==> config.mk <==
export PLATFORM = sky130hd
export DESIGN_NAME = clock_divider_prog
export DESIGN_NICKNAME = d
export VERILOG_FILES = /design/src/rtl/clock_divider_prog.sv
export SDC_FILE = /design/constraint.sdc
export NUM_CORES = 1
export LEC_CHECK = 0
export ABC_AREA = 0
export ABC_CLOCK_PERIOD_IN_PS = 4250
export CAP_MARGIN = 20
export CORE_MARGIN = 2
export CORE_UTILIZATION = 54
export DETAILED_ROUTE_END_ITERATION = 10
export PLACE_DENSITY = 0.81
export SLEW_MARGIN = 25
export SYNTH_ARGS = -nofsm -noshare
export SYNTH_HDL_FRONTEND = slang
export SYNTH_SLANG_ARGS = --single-unit
==> constraint.sdc <==
create_clock -name clk_in -period 4.25 [get_ports clk_in]
set_input_delay 0.85 -clock clk_in [delete_from_list [all_inputs] [get_ports clk_in]]
set_output_delay 0.85 -clock clk_in [all_outputs]
set_load 0.03 [all_outputs]
==> src/rtl/clock_divider_prog.sv <==
// ============================================================================
// Module   : clock_divider_prog
// Purpose  : Runtime-programmable clock divider producing a near-50% divided
//            clock and a one-cycle tick per period. Optional macro
//            CLKDIV_PEND_EN exposes the pending-divisor flag as div_pend.
// Revision : 1.0 - initial release
// ============================================================================
`default_nettype none

module clock_divider_prog #(
    parameter int WIDTH       = 16,
    parameter int DEFAULT_DIV = 10000
) (
    input  logic             clk_in,
    input  logic             res,
    input  logic             en,
    input  logic [WIDTH-1:0] div_in,
    input  logic             div_load,
    output logic             clk_out,
    output logic             tick
`ifdef CLKDIV_PEND_EN
    ,
    output logic             div_pend
`endif
);

    localparam logic [WIDTH-1:0] RESET_DIV = WIDTH'(DEFAULT_DIV);
    localparam logic [WIDTH-1:0] MIN_DIV   = WIDTH'(2);

    logic [WIDTH-1:0] cnt;
    logic [WIDTH-1:0] act;
    logic [WIDTH-1:0] shd;
    logic             pnd;

    logic [WIDTH-1:0] div_clamped;
    logic [WIDTH-1:0] cnt_next;
    logic [WIDTH-1:0] act_next;
    logic [WIDTH-1:0] shd_next;
    logic             pnd_next;
    logic             clk_next;
    logic             tick_next;
    logic             wrap;

    always_comb begin
        div_clamped = (div_in < MIN_DIV) ? MIN_DIV : div_in;
        wrap        = en && (cnt >= (act - 1'b1));

        cnt_next  = cnt;
        act_next  = act;
        shd_next  = shd;
        pnd_next  = pnd;
        clk_next  = clk_out;
        tick_next = 1'b0;

        if (div_load) begin
            shd_next = div_clamped;
        end

        if (wrap) begin
            cnt_next  = '0;
            tick_next = 1'b1;
            pnd_next  = 1'b0;
            // A load coinciding with the wrap bypasses the shadow entirely.
            if (div_load) begin
                act_next = div_clamped;
            end else if (pnd) begin
                act_next = shd;
            end
        end else begin
            if (en) begin
                cnt_next = cnt + 1'b1;
            end
            if (div_load) begin
                pnd_next = 1'b1;
            end
        end

        // Low for floor(N/2) cycles, high for the remaining ceil(N/2).
        if (en) begin
            clk_next = (cnt_next >= (act_next >> 1));
        end
    end

    always_ff @(posedge clk_in or posedge res) begin
        if (res) begin
            cnt     <= '0;
            act     <= RESET_DIV;
            shd     <= RESET_DIV;
            pnd     <= 1'b0;
            clk_out <= 1'b0;
            tick    <= 1'b0;
        end else begin
            cnt     <= cnt_next;
            act     <= act_next;
            shd     <= shd_next;
            pnd     <= pnd_next;
            clk_out <= clk_next;
            tick    <= tick_next;
        end
    end

`ifdef CLKDIV_PEND_EN
    assign div_pend = pnd;
`endif

endmodule

`default_nettype wire

==> report_table.html, run 1 <==
<table>
<tr><th>Metric</th><th>Value</th></tr>
<tr><th colspan="2">Outcome</th></tr>
<tr><td>Result of the run</td><td>finished with violations</td></tr>
<tr><td>Violations in the final reports</td><td>negative setup slack</td></tr>
<tr><th colspan="2">Timing</th></tr>
<tr><td>Min Tclk post-route</td><td>4450 ps</td></tr>
<tr><td>Accumulated negative setup slack</td><td>-199 ps</td></tr>
<tr><td>Final slew viol count</td><td>0</td></tr>
<tr><td>Fin worst setup slack</td><td>-199 ps</td></tr>
<tr><td>Setup repair after global routing missed its margin</td><td>true</td></tr>
<tr><td>Final setup fails</td><td>1</td></tr>
<tr><td>Measured slew at the worst slew-check pin</td><td>876 ps</td></tr>
<tr><td>Final hold viol count</td><td>0</td></tr>
<tr><td>Worst setup skew after layout</td><td>~4.8 ps</td></tr>
<tr><td>Slew HR</td><td>0.416</td></tr>
<tr><td>Maximum operating frequency</td><td>0.225 GHz</td></tr>
<tr><td>Final critical-path share of the clock period</td><td>1.05</td></tr>
<tr><th colspan="2">Floorplanning</th></tr>
<tr><td>Row count</td><td>28</td></tr>
<tr><td>Initial cell density of the core</td><td>0.568</td></tr>
<tr><td>Die X-Extent</td><td>83.4 um</td></tr>
<tr><td>I/O Pins</td><td>22</td></tr>
<tr><td>Vert. Die Dim</td><td>83.4 um</td></tr>
<tr><td>Core outline area</td><td>5990 um2</td></tr>
<tr><td>Die area</td><td>6950 um2</td></tr>
<tr><th colspan="2">Power and ir drop</th></tr>
<tr><td>Switching component of the power</td><td>832 uW</td></tr>
<tr><td>Total design power</td><td>between 2000 and 2500 uW</td></tr>
<tr><td>Part of the total power dissipated in sequential elements</td><td>0.343</td></tr>
<tr><td>Pwr per Cell Area</td><td>between 500 and 600 nW/um2</td></tr>
<tr><td>Comb power frac</td><td>0.492</td></tr>
<tr><td>Clock power frac</td><td>0.165</td></tr>
<tr><td>P_int</td><td>1340 uW</td></tr>
<tr><td>Leakage power total</td><td>around 0.0018 uW</td></tr>
<tr><td>Net switching share of the total power</td><td>0.383</td></tr>
<tr><td>Largest vdd supply drop</td><td>351 uV</td></tr>
<tr><th colspan="2">Cells and area</th></tr>
<tr><td>Share of post-route cells with drive strength above 1</td><td>0.203</td></tr>
<tr><td>Commonest non-fill, non-tap cells in the layout</td><td>41 x dfrtp_1, 33 x ha_1, 31 x nor2_1</td></tr>
<tr><td>Nets</td><td>approximately 440</td></tr>
<tr><td>Most common cell after layout, fill and taps aside</td><td>dfrtp_1</td></tr>
<tr><td>Number of antenna diodes</td><td>0</td></tr>
<tr><td># fillers</td><td>442</td></tr>
<tr><td>Final design instance area without fill</td><td>4020 um2</td></tr>
<tr><td>Synthesis-to-finish area growth</td><td>18.3%</td></tr>
<tr><th colspan="2">Worst setup path</th></tr>
<tr><td>Reg-to-reg endpoint</td><td>clk_out</td></tr>
<tr><td>Max FO, Critical Path</td><td>17</td></tr>
<tr><td>Worst reg-to-reg setup slack</td><td>-200 ps</td></tr>
<tr><td>Reg-to-Reg Start</td><td>act[6]</td></tr>
<tr><td>Critical path start-end classification</td><td>register to register</td></tr>
<tr><td>Cell-by-cell listing of the critical path</td><td>or4_4 -&gt; or3_1 -&gt; nor4_2 -&gt; xnor2_1 -&gt; ha_1 -&gt; nand4_1 -&gt; a2111o_1 -&gt; o21ai_4 -&gt; buf_6 -&gt; mux2i_1 -&gt; o21ai_0 -&gt; ha_1 -&gt; nor2_1 -&gt; nand2_1 -&gt; o2111ai_1 -&gt; a31o_2 -&gt; a31oi_1 -&gt; o22a_1</td></tr>
<tr><td>Cell depth of the worst flop-to-flop path</td><td>18</td></tr>
<tr><td>Highest cell delay on the worst timing path</td><td>between 500 and 600 ps</td></tr>
<tr><td>Category of the worst setup path capture point</td><td>register</td></tr>
<tr><td>Critical Path Start Type</td><td>register</td></tr>
<tr><td>Worst path required time</td><td>4500 ps</td></tr>
<tr><td>Slowest-stage cell, CP</td><td>or4_4</td></tr>
<tr><td>Worst EP arrival</td><td>4700 ps</td></tr>
<tr><td>Most frequent CP cell</td><td>ha_1</td></tr>
<tr><th colspan="2">Logic synthesis</th></tr>
<tr><td>Synth area leader</td><td>dfrtp_1</td></tr>
<tr><td>Flip-flop and latch count after synthesis</td><td>51</td></tr>
<tr><td>Unique masters post-synth</td><td>52</td></tr>
<tr><td>Gate count of the mapped netlist</td><td>348</td></tr>
<tr><td>Area share of the leading cell type in the synthesized netlist</td><td>0.302</td></tr>
<tr><td>Area of the mapped netlist</td><td>3400 um2</td></tr>
<tr><td>Leading post-synthesis cells by cell area</td><td>dfrtp_1 30%, ha_1 12%, dfstp_2 7.7%</td></tr>
<tr><td>Sequential share of the synthesized area</td><td>0.379</td></tr>
<tr><td>Ys flop type</td><td>dfrtp_1</td></tr>
<tr><td>Synthesized area divided by synthesized cell count</td><td>9.77 um2</td></tr>
<tr><td>Syn. warnings</td><td>0</td></tr>
<tr><td>Number of enable flip-flop cells after synthesis</td><td>0</td></tr>
<tr><td>Async set-reset flop share out of synthesis</td><td>1.00</td></tr>
<tr><td>Post-Syn Nets</td><td>401</td></tr>
<tr><th colspan="2">Clocking</th></tr>
<tr><td>Clock buffers created by TritonCTS</td><td>5</td></tr>
<tr><td>Clock tree root driver cell</td><td>clkbuf_8</td></tr>
<tr><td>Clock-pin slew on the worst setup and hold paths</td><td>90 ps</td></tr>
<tr><td>Deepest level of the CTS H-tree</td><td>2</td></tr>
<tr><td>Buffer levels on the longest clock path</td><td>2</td></tr>
<tr><td>Number of clock sinks</td><td>between 50 and 60</td></tr>
<tr><td>Clock tree from TritonCTS</td><td>done</td></tr>
<tr><td>Setup repair bufs after CTS</td><td>0</td></tr>
<tr><td>Later-pin clock latency in the skew report</td><td>~310 ps</td></tr>
<tr><th colspan="2">Detailed routing</th></tr>
<tr><td>Antenna violation net count after detailed routing</td><td>0</td></tr>
<tr><td>Detailed Route Iter0 Violations</td><td>153</td></tr>
<tr><td>Number of vias after detailed routing</td><td>~2900</td></tr>
<tr><td>WL final</td><td>roughly 8.2 mm</td></tr>
<tr><td>Count of TritonRoute iterations in the first routing pass</td><td>4</td></tr>
<tr><td>Via-to-Cell Ratio</td><td>6.31</td></tr>
<tr><td>DRC Markers</td><td>0</td></tr>
<tr><td>Routed length per placed instance</td><td>about 18 um</td></tr>
<tr><th colspan="2">GRT</th></tr>
<tr><td>First-pass GRT wire length</td><td>13.8 mm</td></tr>
<tr><td>All-Layer GR Usage</td><td>0.247</td></tr>
<tr><td>Number of global-route vias before repair</td><td>2918</td></tr>
<tr><td>Pin count of the biggest net entering global routing</td><td>52</td></tr>
<tr><td>Residual overflow from global routing</td><td>0</td></tr>
<tr><td>Antenna violations before repair</td><td>0</td></tr>
<tr><th colspan="2">Run</th></tr>
<tr><td>Max-capacitance violation count</td><td>0</td></tr>
<tr><th colspan="2">Hold path</th></tr>
<tr><td>Worst hold path startpoint</td><td>shd[13]</td></tr>
<tr><td>Worst Hold Path EP</td><td>shd[13]</td></tr>
<tr><td>Class of the tightest hold or removal check</td><td>register to register</td></tr>
<tr><td>Worst hold path cell count</td><td>2</td></tr>
<tr><th colspan="2">Placed design</th></tr>
<tr><td>Gp weighted congestion</td><td>0.925</td></tr>
<tr><td>Placed inst area</td><td>3830 um2</td></tr>
<tr><td>Worst-case setup slack after placement</td><td>-188 ps</td></tr>
<tr><td>Number of port buffers</td><td>21</td></tr>
<tr><td>Final HPWL DP</td><td>6.13 mm</td></tr>
</table>
## power groups by stage
stage / Clock (uW) / Combinational (uW) / Sequential [uW]
global route: 383 / 1180 / 761
floorplan: 0 / 707 / 728
finish: 358 / 1070 / 744
CTS: 361 / 1030 / 742
global placement: 0 / 952 / 742
detailed placement: 0 / 993 / 748
## layout make-up
type                    count  area [um2]  share of cell area
multi-input cells         264        2030               0.505
flip-flops and latches     51        1290               0.320
repair buffers             50         432               0.107
well taps                  75        93.8              0.0233
clock buffers               6        82.6              0.0205
inverters                  16        61.3              0.0152
clock inverters             2        35.0             0.00871
## state kept, by name (all words and copies together) (netlist names)
signal   flops
act         16
clk_out      1
cnt         16
pnd          1
shd         16
tick         1
## repair_timing
action	CTS	global route
endpoints found under the setup margin	1	1
pin swaps	2	0
gates resized for setup	11	5
hold buffers	0	0
## worst max-delay path, delay by kind of cell, from the launching register on
family | cells | cell delay [ps]
flops | 1 | 390
simple gates | 6 | 1290
mux | 1 | 180
compound gates | 7 | 1560
fa+ha+maj | 2 | 650
xor+xnor | 1 | 100
buf+inv | 1 | 210
## layer usage
metal | wire, um | track usage
met5 | 0 | 0
met4 | 235 | 0.0894
met3 | 471 | 0.0328
met2 | 4030 | 0.419
met1 | 3470 | 0.323
## cell families (layout without fill, tap and decap cells)
family                     Yosys count  count (layout)  share of synthesized area
xor gates and xnor gates            25              25                     0.0644
DFF                                 51              51                      0.379
buffers and inverters               33              74                     0.0475
and+or+nand+nor                    118             118                      0.176
adders and majority gates           33              33                      0.121
AOI/OAI and AO/OA                   76              76                      0.173
muxes                               12              12                     0.0390
## worst max-delay path by stage
stage	start	endpoint	slack, ps	depth (start not counted)
5_1_grt	act[6]	clk_out	-420	18
3_5_place_dp	act[5]	clk_out	-190	17
6_report	act[6]	clk_out	-200	18
3_3_place_gp	act[5]	clk_out	-100	19
4_1_cts	act[6]	clk_out	-170	18
2_1_floorplan	act[6]	clk_out	2	19
## synthesized netlist by cell type (2+ instances only)
| cell | number |
|---|---|
| inv_1 | 16 |
| a21oi_1 | 7 |
| a211oi_1 | 6 |
| o21a_1 | 3 |
| a21o_1 | 4 |
| o21ai_0 | 15 |
| o22ai_1 | 5 |
| xor2_1 | 11 |
| and4_1 | 2 |
| nand2_1 | 27 |
| nor3_1 | 6 |
| o2111ai_1 | 2 |
| a221oi_1 | 12 |
| nand3_1 | 7 |
| buf_6 | 4 |
| dfrtp_1 | 41 |
| nand4_1 | 6 |
| mux2i_1 | 2 |
| nor2b_1 | 3 |
| a221o_1 | 11 |
| ha_1 | 33 |
| dfstp_2 | 10 |
| mux2_2 | 10 |
| xnor2_1 | 14 |
| or3_1 | 2 |
| nor4_1 | 7 |
| a211o_1 | 3 |
| buf_2 | 5 |
| clkbuf_1 | 6 |
| nor2_1 | 34 |
| and3_1 | 13 |
## stage by stage
step,std cells,utilization,hold slack (ps)
2_1_floorplan,348,-,445
3_3_place_gp,456,0.639,456
3_5_place_dp,456,0.639,478
4_1_cts,464,0.667,492
5_1_grt,464,0.671,532
6_report,464,0.671,488
No activity file was read; power rests on OpenSTA's default activity.
==> run 2: changes to the inputs <==
Settings changed: CTS_CLUSTER_SIZE from default to 24.
==> results of run 2 <==
Same layout as run 1: the final DEF is identical, and so are final timing and power.
